File: src/rtl/ir_pkg.sv
// Shared MIPS instruction-field layout for the prefetch queue and its field decoder.
// Field bit positions, the decoded-field struct and a helper that zeroes it.
package ir_pkg;

    localparam int OPC_HI    = 31;
    localparam int OPC_LO    = 26;
    localparam int RS_HI     = 25;
    localparam int RS_LO     = 21;
    localparam int RT_HI     = 20;
    localparam int RT_LO     = 16;
    localparam int RD_HI     = 15;
    localparam int RD_LO     = 11;
    localparam int SHAMT_HI  = 10;
    localparam int SHAMT_LO  = 6;
    localparam int FUNCT_HI  = 5;
    localparam int FUNCT_LO  = 0;
    localparam int IMM_HI    = 15;
    localparam int IMM_LO    = 0;
    localparam int ADDR26_HI = 25;
    localparam int ADDR26_LO = 0;

    typedef struct packed {
        logic [5:0]  opcode;
        logic [4:0]  rs;
        logic [4:0]  rt;
        logic [4:0]  rd;
        logic [4:0]  shamt;
        logic [5:0]  funct;
        logic [15:0] immediate;
        logic [25:0] addr26;
    } ir_fields_t;

    // Zero every field unless the word behind it is valid.
    function automatic ir_fields_t ir_mask(input ir_fields_t f, input logic valid);
        return valid ? f : '0;
    endfunction

endpackage

File: src/rtl/ir_field_decode.sv
// Splits a 32-bit MIPS word into its fields; all fields read 0 when the word is not valid.
module ir_field_decode
    import ir_pkg::*;
(
    input  logic [31:0] word_i,
    input  logic        valid_i,
    output ir_fields_t  fields_o
);

    ir_fields_t raw;

    always_comb begin
        raw           = '0;
        raw.opcode    = word_i[OPC_HI:OPC_LO];
        raw.rs        = word_i[RS_HI:RS_LO];
        raw.rt        = word_i[RT_HI:RT_LO];
        raw.rd        = word_i[RD_HI:RD_LO];
        raw.shamt     = word_i[SHAMT_HI:SHAMT_LO];
        raw.funct     = word_i[FUNCT_HI:FUNCT_LO];
        raw.immediate = word_i[IMM_HI:IMM_LO];
        raw.addr26    = word_i[ADDR26_HI:ADDR26_LO];
        fields_o      = ir_mask(raw, valid_i);
    end

endmodule

File: src/rtl/instr_queue.sv
// DEPTH-entry instruction prefetch queue between instruction memory and decode.
// Optional same-cycle empty-queue bypass enabled by defining IQ_BYPASS_EN.
module instr_queue
    import ir_pkg::*;
#(
    parameter int DEPTH = 4,
    parameter int PC_W  = 32
) (
    input  logic                       clk,
    input  logic                       rst_n,
    input  logic                       mem_valid,
    output logic                       mem_ready,
    input  logic [31:0]                memdata,
    input  logic [PC_W-1:0]            mem_pc,
    input  logic                       flush,
    output logic                       dec_valid,
    input  logic                       dec_ready,
    output logic [5:0]                 opcode,
    output logic [5:0]                 funct,
    output logic [4:0]                 rs,
    output logic [4:0]                 rt,
    output logic [4:0]                 rd,
    output logic [4:0]                 shamt,
    output logic [15:0]                immediate,
    output logic [25:0]                addr26,
    output logic [PC_W-1:0]            head_pc,
    output logic [$clog2(DEPTH):0]     count
);

    localparam int PTR_W = $clog2(DEPTH);
    localparam int CNT_W = PTR_W + 1;

    logic [31:0]     word_q [DEPTH];
    logic [PC_W-1:0] pc_q   [DEPTH];

    logic [PTR_W-1:0] wptr_q, wptr_d;
    logic [PTR_W-1:0] rptr_q, rptr_d;
    logic [CNT_W-1:0] count_q, count_d;

    logic            empty, full, bypass, push, pop;
    logic [31:0]     head_word;
    logic [PC_W-1:0] head_pc_raw;
    ir_fields_t      fields;

    assign empty     = (count_q == '0);
    assign full      = (count_q == CNT_W'(DEPTH));
    assign mem_ready = !full && !flush;

`ifdef IQ_BYPASS_EN
    assign bypass = empty && !flush && mem_valid;
`else
    assign bypass = 1'b0;
`endif

    assign dec_valid = (!empty || bypass) && !flush;
    // A bypassed word taken by decode in the same cycle never enters storage.
    assign push      = mem_valid && mem_ready && !(bypass && dec_ready);
    assign pop       = dec_valid && dec_ready && !bypass;

    always_comb begin
        wptr_d  = wptr_q;
        rptr_d  = rptr_q;
        count_d = count_q;
        if (flush) begin
            wptr_d  = '0;
            rptr_d  = '0;
            count_d = '0;
        end else begin
            if (push) wptr_d = wptr_q + PTR_W'(1);
            if (pop)  rptr_d = rptr_q + PTR_W'(1);
            case ({push, pop})
                2'b10:   count_d = count_q + CNT_W'(1);
                2'b01:   count_d = count_q - CNT_W'(1);
                default: count_d = count_q;
            endcase
        end
    end

    always_ff @(posedge clk or negedge rst_n) begin
        if (!rst_n) begin
            wptr_q  <= '0;
            rptr_q  <= '0;
            count_q <= '0;
        end else begin
            wptr_q  <= wptr_d;
            rptr_q  <= rptr_d;
            count_q <= count_d;
        end
    end

    // Storage is deliberately unreset; outputs are masked by dec_valid instead.
    for (genvar gi = 0; gi < DEPTH; gi++) begin : g_entry
        always_ff @(posedge clk) begin
            if (push && (wptr_q == PTR_W'(gi))) begin
                word_q[gi] <= memdata;
                pc_q[gi]   <= mem_pc;
            end
        end
    end

    always_comb begin
        head_word   = word_q[rptr_q];
        head_pc_raw = pc_q[rptr_q];
`ifdef IQ_BYPASS_EN
        if (bypass) begin
            head_word   = memdata;
            head_pc_raw = mem_pc;
        end
`endif
    end

    ir_field_decode u_decode (
        .word_i   (head_word),
        .valid_i  (dec_valid),
        .fields_o (fields)
    );

    assign opcode    = fields.opcode;
    assign funct     = fields.funct;
    assign rs        = fields.rs;
    assign rt        = fields.rt;
    assign rd        = fields.rd;
    assign shamt     = fields.shamt;
    assign immediate = fields.immediate;
    assign addr26    = fields.addr26;
    assign head_pc   = dec_valid ? head_pc_raw : '0;
    assign count     = count_q;

endmodule

File: config.mk
export PLATFORM = sky130hd
export DESIGN_NAME = instr_queue
export DESIGN_NICKNAME = d
export VERILOG_FILES = /design/src/rtl/ir_pkg.sv /design/src/rtl/ir_field_decode.sv /design/src/rtl/instr_queue.sv
export SDC_FILE = /design/constraint.sdc
export NUM_CORES = 1
export LEC_CHECK = 0
export CAP_MARGIN = 20
export CORE_MARGIN = 4
export CORE_UTILIZATION = 57
export DETAILED_ROUTE_END_ITERATION = 7
export GPL_TIMING_DRIVEN = 0
export PLACE_DENSITY_LB_ADDON = 0.25
export SLEW_MARGIN = 20
export SYNTH_ARGS = -nofsm -noshare
export SYNTH_HDL_FRONTEND = slang
export SYNTH_SLANG_ARGS = --single-unit
File: constraint.sdc
create_clock -name clk -period 7 [get_ports clk]
set_input_delay 1.05 -clock clk [delete_from_list [all_inputs] [get_ports clk]]
set_output_delay 1.05 -clock clk [all_outputs]
set_load 0.01 [all_outputs]
==> After elaboration in Yosys (flattened, before gate mapping) <==
Memories as Yosys holds them, arrays and structs flattened.
Cells that the tools add are included.
{ "op_classes": {"add_sub_neg": 4, "n_eq_ne": 6, "n_mux": 34, "reduce_logical": 22} }
{ "ops": {"columns": ["cell", "count"], "rows": [
  ["2-to-1 mux 32 bit", 7],
  ["OR reduction 32 bit", 6],
  ["2-to-1 mux 74 bit", 1],
  ["2-to-1 mux 2 bit", 10],
  ["2-to-1 mux 1 bit", 14],
  ["logical AND 1 bit", 8],
  ["equality test 2 bit, second input constant", 3],
  ["one-hot mux 3 bit (2 select lines)", 1],
  ["adder 2 x 1 -> 2 bit, second input constant", 2],
  ["equality test 2 x 1 -> 1 bit, second input constant", 2],
  ["nonzero test 2 bit", 2],
  ["adder 3 x 1 -> 3 bit, second input constant", 1],
  ["equality test 3 bit, second input constant", 1],
  ["zero test 1 bit", 3],
  ["zero test 3 bit", 1],
  ["2-to-1 mux 3 bit", 1],
  ["nonzero test 3 bit", 1],
  ["subtractor 3 x 1 -> 3 bit, second input constant", 1],
  ["zero test 2 bit", 1]
]} }
{ "totals": {"regBits": 7, "ram_bits": 256, "output_inout_bits": 111, "wordCells": 71, "memories": 2} }
{ "memory_table": {"columns": ["name", "words", "width", "rd", "rd_ports_with_merged_regs", "wr", "line", "source"], "rows": [
  ["pc_q", 4, 32, 1, 0, 1, "instr_queue.sv:34", "logic [PC_W-1:0] pc_q [DEPTH];"],
  ["word_q", 4, 32, 1, 0, 1, "instr_queue.sv:33", "logic [31:0] word_q [DEPTH];"]
]} }

==> Longest topological paths before layout <==
{ "depth": {"ltp_word": 11, "mapped_depth": 7, "depth_no_buf": 6} }

==> Hierarchy <==
From an unflattened synthesis, not the netlist that was laid out.
{ "unflattened": {"cells_unflattened": 514, "area_unflattened_um2": 10592.7} }
{ "by_module_without_submodules": {"columns": ["module", "instances", "cells_per_inst", "area_each_um2", "seq_area_each_um2"], "rows": [
  ["instr_queue", 1, 437, 10022.1, 7862.5],
  ["ir_field_decode", 1, 77, 570.5, 0.0]
]} }

==> Least setup slack after synthesis <==
Ideal clock, no wire load.
{ "synth_path": {"kind": "input-to-reg", "startpoint": "input port flush", "endpoint": "memory pc_q[0][0], enable pin", "setup_ps": 429, "arrival_time_ps": 3075, "required_ps": 6571, "path_slack_ps": 3497, "stages": 3, "path_buffers": 0, "path_cell_list": "nand2b_1 a21oi_1 and2_1"} }
{ "synth_between": {"elab_chain_len": 10} }
{ "synth_rtl": {"columns": ["item", "line", "source"], "rows": [
  ["start: declaration", "instr_queue.sv:15", "input logic flush,"],
  ["zero test 1 bit (*)", "instr_queue.sv:47", "assign mem_ready = !full && !flush;"],
  ["logical AND 1 bit (*)", "instr_queue.sv:47", null],
  ["logical AND 1 bit (*)", "instr_queue.sv:57", "assign push = mem_valid && mem_ready && !(bypass && dec_ready);"],
  ["logical AND 1 bit", "instr_queue.sv:94", "if (push && (wptr_q == PTR_W'(gi))) begin"],
  ["2-to-1 mux 1 bit", "instr_queue.sv:94", null],
  ["2-to-1 mux 1 bit (not written as such)", "instr_queue.sv:96", "pc_q[gi] <= mem_pc;"],
  ["OR reduction 32 bit (no source line)", null, null],
  ["2-to-1 mux 2 bit (no source line) / 2-to-1 mux 1 bit (equally long branches) (3 in a row)", null, null],
  ["end: declaration", "instr_queue.sv:34", null]
]} }
Every way passes the cells marked *; elsewhere a longest branch is shown, timed or not.

==> Final worst setup path <==
{ "layout_path": {"startpoint": "input port flush", "endpoint": "output port head_pc[26]"} }
{ "layout_between": {"elab_chain_len": 3} }
{ "layout_rtl": {"columns": ["item", "line", "source"], "rows": [
  ["zero test 1 bit", "instr_queue.sv:55", "assign dec_valid = (!empty || bypass) && !flush;"],
  ["logical AND 1 bit", "instr_queue.sv:55", null],
  ["2-to-1 mux 32 bit", "instr_queue.sv:126", "assign head_pc = dec_valid ? head_pc_raw : '0;"],
  ["end: declaration", "instr_queue.sv:26", "output logic [PC_W-1:0] head_pc,"]
]} }
No other way between the ends.

==> Implementation_results.wiki <==
{| class="wikitable"
! Metric !! Value
|-
| Run status || finished, final reports clean
|-
| Clock tree from TritonCTS || yes
|-
| DRC violation count after routing || 0
|-
| Total chip power || around 4 mW
|-
| Kind of cell adding the most delay to the critical path || buffers and inverters
|-
| Max stage delay cell, worst path || clkdlybuf4s50_1
|-
| Final Routed Wirelength || between 15,000 and 20,000 um
|-
| Initial antenna violation count || 0
|-
| H-tree depth reported by CTS || 1
|-
| Die height || approximately 140 um
|-
| Average size of a mapped cell || 20.8 sq um
|-
| Syn-to-layout area delta || 27.9%
|-
| Final Cycle Share || 0.583
|-
| Leading post-synthesis cells by instance count || 256 x edfxtp_1, 66 x nor2b_1, 64 x mux4_2, 45 x buf_4, 8 x buf_2
|-
| Setup Crit Path Kind || in2out
|-
| Max-cap check violation count || 0
|-
| Data required time of the worst path || approximately 6000 ps
|-
| Number of failing setup endpoints in the final timing report || 0
|-
| Clock period minus final worst setup slack || 4080 ps
|-
| Pin count of the biggest net entering global routing || 42
|-
| Clock latency of the later-clocked register in the worst-skew pair || around 510 ps
|-
| X dimension of the die || 144 um
|-
| Number of nets in the finished design || 791
|-
| Part of the total power dissipated in combinational logic || 0.217
|-
| DP HPWL || approximately 13,000 um
|-
| Remaining Overflow, GRT || 0
|-
| Average wire per cell in the routed design || 20.5 um
|-
| Final sum of negative setup slack || 0 ps
|-
| VDD IR max || 0.000237 V
|-
| Finished layout cell area || about 13,000 sq um
|-
| Number of failing hold endpoints at the final stage || 0
|-
| Count of mapped cells out of synthesis || approximately 500
|-
| Unrepaired setup endpoints after global routing || no
|-
| Total power per unit cell area || 292 nW/um^2
|-
| Quantity of I/O buffers inserted on ports || around 180
|-
| Clock input transition at the sequential cells of the worst setup and hold paths || roughly 60 ps
|-
| Worst min-delay path class || reg2reg
|-
| Area of the mapped netlist || approximately 11,000 sq um
|-
| Peak per-stage delay on the critical path || 530 ps
|-
| Count of standard-cell rows || between 40 and 50
|-
| Post-layout utilization of the core || 0.746
|-
| Switching pwr || about 0.91 mW
|-
| Post-synth EDFFs || roughly 260
|-
| Register area share after synthesis || 0.745
|-
| Worst setup SP type || input pin
|-
| Number of antenna repair diodes || 0
|-
| CTS-repair resized insts || 0
|-
| Total die area || roughly 21,000 sq um
|-
| Global-route wire length before repair || between 30,000 and 40,000 um
|-
| Fraction of layout cells with a size suffix above 1 || 0.230
|-
| Vias per std cell || 5.60
|-
| Cells taking the most area after synthesis || edfxtp_1 73%, mux4_2 14%, nor2b_1 3.9%
|-
| Initial Utilization || 0.583
|-
| CTS Sinks || roughly 260
|-
| Worst Clk Skew || between 6 and 7 ps
|-
| Arrival time at the worst endpoint || 3030 ps
|-
| Worst-case headroom to the max-slew limit || 0.535
|-
| Most frequent cell on the critical path || clkdlybuf4s50_1
|-
| Critical path peak fanout || 10
|-
| Share of flip-flops with an asynchronous set or reset || 0.0266
|-
| Library cell with the highest instance count after synthesis || edfxtp_1
|-
| Num CTS Buffers || 26
|-
| Sequential group share of total power || 0.464
|-
| Count of warnings emitted by yosys || 0
|-
| Number of buffers between clock root and the deepest sink || 3
|-
| Most frequently used flop master after synthesis || edfxtp_1
|-
| Number of flip-flops and latches in the synthesized netlist || 263
|-
| Internal power consumption || 3.03 mW
|-
| Nature of the critical path endpoint || output pin
|-
| Number of nets produced by synthesis || ~580
|-
| Clk pwr share || 0.319
|-
| Switching part of the total power || 0.231
|-
| Count of distinct cell types in the synthesized netlist || 34
|-
| Number of nets with antenna violations after detailed routing || 0
|-
| Total core area || 18,100 sq um
|-
| Number of iterations in the first detailed-routing pass || 4
|-
| Via count of the first global-routing pass || 5,688
|-
| Initial detailed-routing violation count || ~270
|-
| Worst hold slack across all endpoints || about 640 ps
|-
| Crit path cell chain || clkdlybuf4s50_1 -> a21o_1 -> buf_4 -> clkbuf_1 -> nor2b_1 -> clkdlybuf4s50_1
|-
| GRT Total Usage || 0.195
|-
| Maximum frequency from static timing analysis || roughly 0.24 GHz
|-
| Vias || ~5,400
|-
| CTS root buffer || clkbuf_16
|-
| Leading area contributor after synthesis || edfxtp_1
|-
| Post-CTS setup buffers || 0
|-
| Pin slew with the least headroom to its limit || ~700 ps
|-
| Leakage power summed over all cells || 4.42 nW
|-
| Final count of pins violating max slew || 0
|-
| Area post-placement || between 10,000 and 15,000 sq um
|-
| Num ports || 180
|-
| Gpl congestion || roughly 0.8
|-
| Cts hold-fix bufs || 0
|-
| Layout filler cell count || around 1,100
|-
| Total buffers and inverters traversed by the critical path || 4
|-
| Post-synth top area share || 0.728
|}
flip-flops by register name (all words and copies together) (netlist names):
signal	count
wptr_q	2
count	3
word_q	128
pc_q	128
rptr_q	2
placed cells by master (no fill, tap or decap), types with 5 or more instances in the layout:
| cell type | instances |
|---|---|
| buf_2 | 8 |
| buf_4 | 45 |
| buf_6 | 7 |
| clkbuf_1 | 10 |
| clkbuf_16 | 27 |
| clkdlybuf4s50_1 | 178 |
| clkinv_1 | 9 |
| dfrtp_1 | 7 |
| edfxtp_1 | 256 |
| mux4_2 | 64 |
| nor2_1 | 5 |
| nor2b_1 | 66 |
power groups by stage:
stage | combinational [mW] | clock [mW] | sequential [mW]
after CTS | 0.873 | 1.28 | 1.83
after floorplan | 0.498 | 0 | 1.86
after global routing | 0.923 | 1.36 | 1.83
after global placement | 0.844 | 0 | 1.86
after detailed placement | 0.869 | 0 | 1.86
final | 0.855 | 1.26 | 1.83
final cells by class:
class / count / area [sq um] / share of cell area
buffer: 66 / 489 / 0.0363
clock buffer: 32 / 694 / 0.0515
clock inverter: 13 / 78.8 / 0.00584
inverter: 4 / 15.0 / 0.00111
multi-input combinational: 174 / 2200 / 0.163
sequential: 263 / 7860 / 0.583
tap: 229 / 287 / 0.0212
timing repair buffer: 182 / 1870 / 0.139
logic make-up (layout without fill, tap and decap cells):
family / Yosys count / in the layout / synth area share
AO/OA/AOI/OAI: 14 / 14 / 0.00984
buffers and inverters: 70 / 297 / 0.0478
adder cells (fa/ha/maj): 5 / 5 / 0.00664
multiplexers: 65 / 65 / 0.138
flip-flops: 263 / 263 / 0.745
XOR/XNOR: 3 / 3 / 0.00249
AND/OR/NAND/NOR: 87 / 87 / 0.0502
layer usage:
| metal | global-route usage | vias to the layer above | routed length, um | part of all wire |
|---|---|---|---|---|
| met5 | 0 | - | 0 | 0 |
| met4 | 0.0515 | 0 | 416 | 0.021 |
| met3 | 0.0403 | 33 | 1340 | 0.068 |
| met2 | 0.338 | 203 | 10200 | 0.51 |
| met1 | 0.255 | 2767 | 7830 | 0.40 |
| li1 | - | 2393 | - | - |
per-stage QoR:
step           cells  worst slack (ps)
6_report         963              2920
5_1_grt          963              2760
4_1_cts          963              2850
3_5_place_dp     918              2870
3_3_place_gp     914              1710
2_1_floorplan    507              3500
worst register-to-register path, stage by stage (launching register included):
cell     delay, ps
dfrtp_1        530
nor2_2         130
a21oi_1        510
and2_4         650
buf_12         290
final timing paths:
check                                   end  cells after the start  slack (ps)      start
max in group asynchronous          count[0]                      1        5950      rst_n
worst min register to register    wptr_q[1]                      2         640  wptr_q[1]
min in group asynchronous         wptr_q[0]                      1         800      rst_n
worst max-delay path            head_pc[26]                      6        2920      flush
worst min-delay path              wptr_q[1]                      2         640  wptr_q[1]
worst max register to register  pc_q[2][25]                      4        4560   count[0]
(Power assumes the default switching activity.)
